===== config.mk =====
export PLATFORM = sky130hd
export DESIGN_NAME = sum_collector
export DESIGN_NICKNAME = d
export VERILOG_FILES = /design/src/rtl/sum_pkg.sv /design/src/rtl/sum_fifo_mem.sv /design/src/rtl/sum_collector.sv
export SDC_FILE = /design/constraint.sdc
export NUM_CORES = 1
export LEC_CHECK = 0
export BUFFER_PORTS_ARGS = -buffer_cell sky130_fd_sc_hd__buf_2
export CORE_MARGIN = 2
export CORE_UTILIZATION = 48
export DETAILED_ROUTE_END_ITERATION = 6
export GPL_TIMING_DRIVEN = 0
export PLACE_DENSITY = 0.86
export SYNTH_ARGS = -nofsm -noshare
export SYNTH_HDL_FRONTEND = slang
export SYNTH_SLANG_ARGS = --single-unit

===== constraint.sdc =====
create_clock -name Clk -period 2 [get_ports Clk]
set_input_delay 0.4 -clock Clk [delete_from_list [all_inputs] [get_ports Clk]]
set_output_delay 0.4 -clock Clk [all_outputs]
set_load 0.005 [all_outputs]

===== src/rtl/sum_pkg.sv =====
// sum_pkg: shared widths and constants for the sum_collector slice.
// Optional feature macro used by this slice: OVF_COUNT_EN.
package sum_pkg;

  localparam int SUM_WIDTH = 4;
  localparam int ENTRY_W   = SUM_WIDTH + 1;
  localparam int OVF_CNT_W = 8;
  localparam logic [OVF_CNT_W-1:0] OVF_CNT_MAX = 8'hFF;

  // Saturating increment for the overflow counter.
  function automatic logic [OVF_CNT_W-1:0] sat_inc(input logic [OVF_CNT_W-1:0] v);
    logic [OVF_CNT_W-1:0] res;
    if (v == OVF_CNT_MAX) begin
      res = v;
    end else begin
      res = v + 8'd1;
    end
    return res;
  endfunction

endpackage


===== src/rtl/sum_fifo_mem.sv =====
// sum_fifo_mem: DEPTH x EW register array, synchronous write, combinational read.
// Storage is deliberately not reset; validity is tracked by the owner's Count.
module sum_fifo_mem #(
  parameter int DEPTH = 4,
  parameter int EW    = 5
) (
  input  logic                     i_clk,
  input  logic                     i_we,
  input  logic [$clog2(DEPTH)-1:0] i_waddr,
  input  logic [EW-1:0]            i_wdata,
  input  logic [$clog2(DEPTH)-1:0] i_raddr,
  output logic [EW-1:0]            o_rdata
);

  logic [EW-1:0] r_mem [DEPTH];

  // Write the addressed entry on an accepted push.
  always_ff @(posedge i_clk) begin
    if (i_we) begin
      r_mem[i_waddr] <= i_wdata;
    end
  end

  assign o_rdata = r_mem[i_raddr];

endmodule


===== src/rtl/sum_collector.sv =====
// sum_collector: captures {Overflow,Sum} results from the registered adder into a
// first-word-fall-through FIFO with a valid/ready consumer side. Pulses Drop when
// an input is lost on a full buffer. Build macro OVF_COUNT_EN enables a saturating
// counter of accepted overflowed entries on Ovf_Cnt; otherwise Ovf_Cnt reads 8'h00.
module sum_collector
  import sum_pkg::*;
#(
  parameter int WIDTH = SUM_WIDTH,
  parameter int DEPTH = 4
) (
  input  logic                     Clk,
  input  logic                     Rst_n,
  input  logic                     In_Valid,
  input  logic [WIDTH-1:0]         Sum,
  input  logic                     Overflow,
  output logic                     Out_Valid,
  input  logic                     Out_Ready,
  output logic [WIDTH:0]           Out_Data,
  output logic [$clog2(DEPTH):0]   Count,
  output logic                     Full,
  output logic                     Drop,
  output logic [OVF_CNT_W-1:0]     Ovf_Cnt
);

  localparam int PW = $clog2(DEPTH);
  localparam int CW = PW + 1;
  localparam logic [CW-1:0] CNT_FULL = CW'(DEPTH);

  logic [PW-1:0]  r_wr_ptr;
  logic [PW-1:0]  r_rd_ptr;
  logic [CW-1:0]  r_count;
  logic           r_valid;
  logic           r_full;
  logic           r_drop;
  logic           w_push;
  logic           w_pop;
  logic [CW-1:0]  w_count_nxt;
  logic [WIDTH:0] w_wr_data;
  logic [WIDTH:0] w_rd_data;

  // A full buffer still accepts a push when the head leaves in the same cycle.
  assign w_pop     = r_valid && Out_Ready;
  assign w_push    = In_Valid && (!r_full || w_pop);
  assign w_wr_data = {Overflow, Sum};

  // Next occupancy: both or neither leave Count unchanged.
  always_comb begin
    w_count_nxt = r_count;
    case ({w_push, w_pop})
      2'b10:   w_count_nxt = r_count + CW'(1);
      2'b01:   w_count_nxt = r_count - CW'(1);
      default: w_count_nxt = r_count;
    endcase
  end

  // Pointers, occupancy, registered flags and the drop pulse.
  always_ff @(posedge Clk or negedge Rst_n) begin
    if (!Rst_n) begin
      r_wr_ptr <= '0;
      r_rd_ptr <= '0;
      r_count  <= '0;
      r_valid  <= 1'b0;
      r_full   <= 1'b0;
      r_drop   <= 1'b0;
    end else begin
      if (w_push) begin
        r_wr_ptr <= r_wr_ptr + PW'(1);
      end
      if (w_pop) begin
        r_rd_ptr <= r_rd_ptr + PW'(1);
      end
      r_count <= w_count_nxt;
      r_valid <= (w_count_nxt != CW'(0));
      r_full  <= (w_count_nxt == CNT_FULL);
      r_drop  <= In_Valid && r_full && !w_pop;
    end
  end

  sum_fifo_mem #(
    .DEPTH (DEPTH),
    .EW    (WIDTH + 1)
  ) u_mem (
    .i_clk   (Clk),
    .i_we    (w_push),
    .i_waddr (r_wr_ptr),
    .i_wdata (w_wr_data),
    .i_raddr (r_rd_ptr),
    .o_rdata (w_rd_data)
  );

  assign Out_Valid = r_valid;
  assign Out_Data  = r_valid ? w_rd_data : {(WIDTH + 1){1'b0}};
  assign Count     = r_count;
  assign Full      = r_full;
  assign Drop      = r_drop;

`ifdef OVF_COUNT_EN
  logic [OVF_CNT_W-1:0] r_ovf_cnt;

  // Count accepted entries carrying Overflow=1; discarded inputs never count.
  always_ff @(posedge Clk or negedge Rst_n) begin
    if (!Rst_n) begin
      r_ovf_cnt <= 8'h00;
    end else if (w_push && Overflow) begin
      r_ovf_cnt <= sat_inc(r_ovf_cnt);
    end else begin
      r_ovf_cnt <= r_ovf_cnt;
    end
  end

  assign Ovf_Cnt = r_ovf_cnt;
`else
  assign Ovf_Cnt = 8'h00;
`endif

endmodule


After elaboration in Yosys (flattened, before gate mapping)
Memories as Yosys holds them, arrays and structs flattened. Cells that the tools add are included.

Flip-flop bits (word level): 10. Bits in writable memories: 20. Word-level logic and storage cells: 26. Memories kept: 1.

Memories: u_mem.r_mem (words 4, bits a word 5, rd ports 1, clocked after Yosys merged registers in 0, wr ports 1, line sum_fifo_mem.sv:15) `logic [EW-1:0] r_mem [DEPTH];`.

$add $sub $neg: 4. Equality and inequality tests: 3. Mux-type cells: 4. Reductions and logical operators: 8.

Operators by type and width (count): $pmux 3 s2 (1); $mux 5 (1); $add 2x1->2 const B (2); $logic_and 1x1->1 (4); $add 3x1->3 const B (1); $eq 3x3->1 const B (1); $reduce_bool 3->1 (1); $sub 3x1->3 const B (1); $eq 2x1->1 const B (1); $eq 2x2->1 const B (1); $logic_not 1->1 (2); $mux 1 (2); $logic_or 1x1->1 (1).

Longest topological paths before layout
Gate-level depths: netlist of run 1.

Depth in word-level cells: 6. Gate-level depth with buffers: 8. Mapped depth without buffers: 8.

Cells and area by module
From an unflattened synthesis of run 1, not the netlist that was laid out.

Cells, all modules: 80. Area total of the unflattened synthesis: 1336.3 sq um.

Modules (own cells, without submodules): sum_fifo_mem (times used 1, cells each 30, area each 755.7 sq um, seq. area each 600.6 sq um); sum_collector (times used 1, cells each 50, area each 580.6 sq um, seq. area each 250.2 sq um).

Worst setup path after synthesis of run 1
OpenSTA, ideal clock, no wires.

Kind: reg2reg. Start: register r_valid, in the netlist Out_Valid. End: register r_valid, in the netlist Out_Valid. Library setup time: 0.138 ns. Data arrival time: 1.914 ns. Required time: 1.862 ns. Path slack: -0.052 ns. Stages on the path, launching flop included: 9. Clock period less this slack: 2.052 ns. Cells stage by stage: dfrtp_1 nand2_1 a21boi_4 inv_1 ha_1 fa_1 xnor2_1 xor2_1 a31oi_1.

Cells in the longest elaborated chain, start to end: 6. Elaborated cells on any way between the ends: 7.

Ends and longest elaborated chain: start, declared (line sum_collector.sv:32) `logic r_valid;`; start signal, assigned (line sum_collector.sv:73) `r_valid <= (w_count_nxt != CW'(0));`; $logic_and 1x1->1 (*) (line sum_collector.sv:42) `assign w_pop = r_valid && Out_Ready;`; $logic_or 1x1->1 (line sum_collector.sv:43) `assign w_push = In_Valid && (!r_full || w_pop);`; $logic_and 1x1->1 (line sum_collector.sv:43); $eq 2x1->1 or $eq 2x2->1 (tied branches) (line sum_collector.sv:49) `case ({w_push, w_pop})`; $pmux 3 s2 (*) (line sum_collector.sv:49); $reduce_bool 3->1 (*) (line sum_collector.sv:73).

Every way passes the cells marked *; elsewhere a longest branch is shown, timed or not. A chain may end at the register's enable or synchronous reset.

Worst setup path after layout of run 1
Start: register r_rd_ptr[0]. End: output Out_Data[1].

Cells in the longest elaborated chain, start to end: 2.

Ends and longest elaborated chain: start, declared (line sum_collector.sv:30) `logic [PW-1:0] r_rd_ptr;`; start signal, assigned (line sum_collector.sv:70) `r_rd_ptr <= r_rd_ptr + PW'(1);`; $mem_v2 4x5; $mux 5 (line sum_collector.sv:92) `assign Out_Data = r_valid ? w_rd_data : {(WIDTH + 1){1'b0}};`; end, declared (line sum_collector.sv:18) `output logic [WIDTH:0] Out_Data,`.

No other way between the ends.

==> results.md, run 1 <==
* Skew-Pair Late Insertion Delay at 0.32 ns
* Placed Cells at 143
* CP max stage cell: mux4_2
* Mapped Avg Cell Area at 15.74 um2
* Worst Setup End Kind: output pin
* Die W at 57.11 um
* TritonCTS buffer count at 5
* Period minus WS final at 1.981 ns
* Fillcell total at 206
* Layout area overhead at 22.27%
* 1st-iter DRT viols at 11
* Clock skew at 0.003754 ns
* FF-to-FF path depth at 8
* CP Max Fanout at 6
* Synth Cell Area at 0.001354 mm2
* Syn Inst Count at 86
* Cell leakage power at 0.7099 nW
* Antenna cells at 0
* Largest cells by area after synthesis: edfxtp_1 44%, dfrtp_1 18%, mux4_2 8.3%
* GPL Wtd Cong at 0.7213
* R2r setup slk at 0.19 ns
* H-tree Lvls at 2
* Fin. max-slew vios at 0
* Non-filler cells, final at 154
* Crit path DAT at 1.58 ns
* Final hold violation count at 0
* Crit path largest cell delay at 0.51 ns
* Util after Layout at 0.6108
* # Max-Cap Violations at 0
* Area leader, netlist: edfxtp_1
* WS Path Type: reg2out
* Core area at 0.002710 mm2
* Setup WS post-layout at 0.01869 ns
* DRT Wirelength at 1890 um
* DRT Pass-1 Iters at 4
* Fmax at 504.7 MHz
* Total gr overflow at 0
* Sw Ratio at 0.2957
* WP data required at 1.60 ns
* DP Wirelength at 1422 um
* Worst-path clk slew at 0.08 ns
* Sink Count at 30
* Critical Path End: Out_Data[1]
* CP cell instances: buf_6, mux4_2, and2_4, buf_6
* Critical path startpoint category: flip-flop
* Largest net degree at the start of global routing at 11
* Pre-CTS WS at -0.2460 ns
* Die area at 0.003261 mm2
* Combinational Power Share at 0.377
* Distinct cell type count after synthesis at 22
* Total Routing Usage GR at 0.1353
* Clock share of power at 0.193
* Sequential fraction of the synthesis area at 0.6285
* CTS tree: built
* NetSw at 662.3 uW
* Total power at 2.240 mW
* CTS max path bufs at 2
* Cell-internal power at 1.578 mW
* Final worst-path cycle share at 0.9907
* I/O pin count at 28
* Vias in the first global route at 716
* Initial Utilization at 0.4995
* Port bufs at 19
* Via density at 4.740
* Worst VDD drop at 921.2 uV
* Yosys top cell area share at 0.4436
* Initial antenna violation count at 0
* Status: finished, final reports clean
* Detail Route Antenna Nets at 0
* Sequential cell fraction of total power at 0.430
* Crit path launch: r_rd_ptr[0]$_DFFE_PN0P_
* Tightest Hold Check Type: in2reg
* Nets at 137
* DRC viols at 0
* Pwr dens at 1353 mW/mm2
* Share of cells above drive strength 1 at 0.4390
* Row cnt at 19
* Seq cells post-synth at 30
* Crit Reg-Reg Endpoint: Out_Valid$_DFF_PN0_
* Synth warnings at 0
* First-pass GRT wire length at 3111 um
* DR vias at 730
* Most frequent cells in the layout: 20 x edfxtp_1, 17 x buf_2, 11 x buf_4
* Clk root buf: clkbuf_4
* Routed WL per cell at 12.27 um
* CP dominant cell by count: buf_6
* RR Startpoint: Out_Valid$_DFF_PN0_
* RSZ-0062 raised after global routing: yes
* Die Ht at 57.11 um
* Most common cell after layout, fill and taps aside: edfxtp_1
* Final setup fails at 0
-- critical path, delay by kind of cell, from the launching register on --
family                 cells  cell delay (ns)
multiplexers               1             0.51
flip-flops                 1             0.35
AND/OR/NAND/NOR            1             0.15
buffers and inverters      2             0.25
-- what timing repair did --
action,4_1_cts,5_1_grt
hold buffers,1,0
endpoints found under the hold margin,10,0
gates resized for setup,2,6
endpoints found under the setup margin,9,7
setup buffers,3,0
pin swaps,3,3
-- kinds of logic (layout without fill, tap and decap cells) --
family          count (synthesis)  after routing  synth area share
flops                          30             30            0.6285
simple gates                   18             18           0.07394
buf+inv                        14             44           0.06654
xor+xnor                        7              7           0.04529
mux                             7              7           0.09982
fa+ha+maj                       6              6           0.06100
compound gates                  3              3           0.02218
other cells                     1              8          0.002770
-- per-stage QoR --
step	hold WS (ns)	setup TNS [ns]	area, um2
final	0.2872	0	1655
after global routing	0.2672	-0.1605	1655
after CTS	0.2772	0	1633
after detailed placement	0.2665	-0.6643	1516
after global placement	0.2705	-0.3767	1516
after floorplan	0.1044	0	1383
-- synthesized netlist by cell type --
cell	instances
conb_1	1
buf_6	1
xor2_1	2
and3_1	1
clkbuf_1	1
buf_4	8
o21ai_0	1
xnor2_1	5
nand2_1	2
mux2_2	2
nor2_1	3
a21boi_4	1
a31oi_1	1
and2_1	9
nor4b_1	1
fa_1	1
dfrtp_1	10
nand3_1	2
inv_1	4
ha_1	5
edfxtp_1	20
mux4_2	5
-- state kept, by name, indices dropped and copies added, names as in the netlist --
| register | cells |
|---|---|
| Full | 1 |
| Drop | 1 |
| r_rd_ptr | 2 |
| Out_Valid | 1 |
| Count | 3 |
| u_mem.r_mem | 20 |
| r_wr_ptr | 2 |
-- area by class of cell --
class / count / area [um2] / share of cell area
plain buffers: 9 / 71.32 / 0.04308
clock buffers: 8 / 78.83 / 0.04762
inverters: 4 / 15.01 / 0.009070
multi-input cells: 49 / 459.2 / 0.2774
flip-flops and latches: 30 / 852.1 / 0.5147
well taps: 31 / 38.79 / 0.02343
repair buffers: 23 / 140.1 / 0.08466
-- worst min-delay path by stage --
stage                 from                           to  slack (ns)  cells after the start
finish              Sum[3]  u_mem.r_mem[2][3]$_DFFE_PP_        0.29                      1
global route        Sum[3]  u_mem.r_mem[1][3]$_DFFE_PP_        0.27                      1
CTS                 Sum[3]  u_mem.r_mem[2][3]$_DFFE_PP_        0.28                      1
detailed placement   Rst_n               Drop$_DFF_PN0_        0.27                      1
global placement     Rst_n               Drop$_DFF_PN0_        0.27                      1
floorplan            Rst_n           Count[0]$_DFF_PN0_        0.10                      0
-- layer usage --
metal,up-vias,global-route usage,part of all wire
met2,23,0.2282,0.54
met3,5,0.06576,0.070
li1,359,-,-
met5,-,0,0
met4,0,0.05980,0.020
met1,343,0.1435,0.37
-- power groups by stage --
stage | clock network, mW | registers (mW) | logic, mW
floorplan | 0 | 0.944 | 0.551
global placement | 0 | 0.947 | 0.737
detailed placement | 0 | 0.960 | 0.772
CTS | 0.442 | 0.965 | 0.793
global route | 0.466 | 0.989 | 0.940
finish | 0.433 | 0.963 | 0.844
Power figures use the tool's default switching activity.
==> inputs of run 2 (changes only) <==
BUFFER_PORTS_ARGS = default   (was -buffer_cell sky130_fd_sc_hd__buf_2)
CORE_UTILIZATION = 53   (was 48)
DONT_BUFFER_PORTS = 1   (was default)
PLACE_DENSITY = 0.83   (was 0.86)
==> run 2 against run 1 <==
  * Register-to-register slack worse by 0.08 ns
  * Cell area down 8.4%
  * Power down 12%
  * Flip-flop and latch count unchanged
  * Sequential power about the same
  * Sequential share of layout area up 4.7 points
  * Setup slack better by 0.082 ns
  * Global-route usage up 2.0 points
  * Clock-buffer cell count down 2
  * Critical path depth down 1
  * Combinational power down 18%
  * Clock power down 26%
  * Critical endpoint is now Out_Data[2]
  * Highest routed layer unchanged
==> results.md, run 2 (synthesized netlist as in run 1, its figures left out) <==
* TritonCTS buffer count at 5
* Total gr overflow at 0
* CP Max Fanout at 6
* Nets at 117
* Tightest Hold Check Type: in2reg
* Fmax at 526.6 MHz
* Fin. max-slew vios at 0
* CP max stage cell: mux4_2
* Die Ht at 54.54 um
* DRC viols at 0
* CP top delay family: multiplexers
* I/O pin count at 28
* Worst VDD drop at 923.2 uV
* Core area at 0.002455 mm2
* WP data required at 1.60 ns
* Routed WL per cell at 13.98 um
* Die area at 0.002975 mm2
* Final hold slack at 0.1674 ns
* Cell-internal power at 1.339 mW
* Buf/Inv on CP at 1
* Status: finished, final reports clean
* Sink Count at 30
* Sequential cell fraction of total power at 0.488
* NetSw at 636.0 uW
* Crit path DAT at 1.50 ns
* Worst-path clk slew at 0.09 ns
* Util after Layout at 0.6177
* Die W at 54.54 um
* Most frequent cells in the layout: 20 x edfxtp_1, 9 x dfrtp_1, 9 x and2_1, 9 x buf_4, 8 x conb_1
* Pwr dens at 1302 mW/mm2
* Detail Route Antenna Nets at 0
* Clock share of power at 0.163
* DR vias at 667
* Initial Utilization at 0.5515
* Most common cell after layout, fill and taps aside: edfxtp_1
* CP cell instances: clkbuf_1, mux4_2, and2_1
* Layout area overhead at 12.01%
* WS Path Type: reg2out
* Clock skew at 0.008003 ns
* Row cnt at 18
* GPL Wtd Cong at 0.6528
* Initial antenna violation count at 0
* Setup WS post-layout at 0.1011 ns
* Final setup fails at 0
* Pre-CTS WS at -0.2666 ns
* Period minus WS final at 1.899 ns
* Antenna cells at 0
* Worst Setup End Kind: output pin
* Share of cells above drive strength 1 at 0.2913
* # Max-Cap Violations at 0
* Sw Ratio at 0.3220
* Max Used Layer: met4
* Vias in the first global route at 672
* Max reg flops at 20
* Final worst-path cycle share at 0.9495
* Via density at 5.015
* Combinational Power Share at 0.349
* CTS max path bufs at 2
* RSZ-0062 raised after global routing: no
* First-pass GRT wire length at 2953 um
* Routed wl met3 at 133 um
* Cell leakage power at 0.6036 nW
* Clk root buf: clkbuf_4
* Port bufs at 0
* H-tree Lvls at 2
* Crit path largest cell delay at 0.35 ns
* Largest net degree at the start of global routing at 11
* 1st-iter DRT viols at 5
* Final hold violation count at 0
* Met2 wire length at 981 um
* DRT Pass-1 Iters at 4
* Critical path startpoint category: flip-flop
* Reg with most FFs: u_mem.r_mem
* WL met1 at 705 um
* Total Routing Usage GR at 0.1548
* Skew-Pair Late Insertion Delay at 0.32 ns
* CTS tree: built
* DRT Wirelength at 1860 um
* DP Wirelength at 1333 um
## run 2: power by group through the flow
stage / Clock, mW / Sequential [mW] / Combinational (mW)
final: 0.321 / 0.963 / 0.690
after global routing: 0.355 / 0.985 / 0.777
after CTS: 0.336 / 0.964 / 0.686
after detailed placement: 0 / 0.974 / 0.654
after global placement: 0 / 0.963 / 0.624
after floorplan: 0 / 0.944 / 0.551
## run 2: cell type report
class / instances / area [um2]
Timing Repair Buffer: 2 / 17.52
Multi-Input combinational cell: 49 / 469.2
Fill cell: 187 / 938.4
Buffer: 10 / 75.07
Tap cell: 30 / 37.54
Clock buffer: 6 / 41.29
Inverter: 4 / 15.01
Clock inverter: 2 / 8.758
Sequential cell: 30 / 852.1
## run 2: per-stage QoR
step                      power, mW  cells  instance area [um2]  TNS [ns]
final                         1.975    133                 1516         0
after global routing          2.117    133                 1516         0
after CTS                     1.986    133                 1504         0
after detailed placement      1.628    123                 1420   -0.7104
after global placement        1.588    123                 1420   -0.5131
after floorplan               1.495     93                 1383         0
## run 2: worst register-to-register path, cell delays in order, from the launching register on
cell and delay, ns:
dfrtp_2 0.47, nand2_4 0.09, a21boi_4 0.15, inv_2 0.06
ha_4 0.17, fa_2 0.36, xnor2_2 0.17, xor2_1 0.20
a31oi_1 0.10
## run 2: routing by layer
layer / vias up / global-route usage
met1: 326 / 0.1704
met3: 5 / 0.06557
met2: 20 / 0.2470
met4: 0 / 0.09583
met5: - / 0
li1: 316 / -
## run 2: what timing repair did
item                                    in CTS  in global routing
cloned                                       0                  0
endpoints found under the setup margin       4                  2
setup buffers                                1                  0
pin swaps                                    1                  0
hold buffers                                 1                  0
resized for setup                            4                  3
endpoints found under the hold margin       10                  0
## run 2: worst paths after layout
check,start,to,slack [ns],cells after the start
worst max-delay path,r_rd_ptr[1]$_DFFE_PN0P_,Out_Data[2],0.10,3
worst min-delay path,Sum[2],u_mem.r_mem[0][2]$_DFFE_PP_,0.17,0
worst max register to register,Out_Valid$_DFF_PN0_,Out_Valid$_DFF_PN0_,0.11,8
worst min register to register,r_wr_ptr[1]$_DFFE_PN0P_,r_wr_ptr[1]$_DFFE_PN0P_,0.59,1
max in group asynchronous,Rst_n,Out_Valid$_DFF_PN0_,1.21,1
min in group asynchronous,Rst_n,Full$_DFF_PN0_,0.45,1
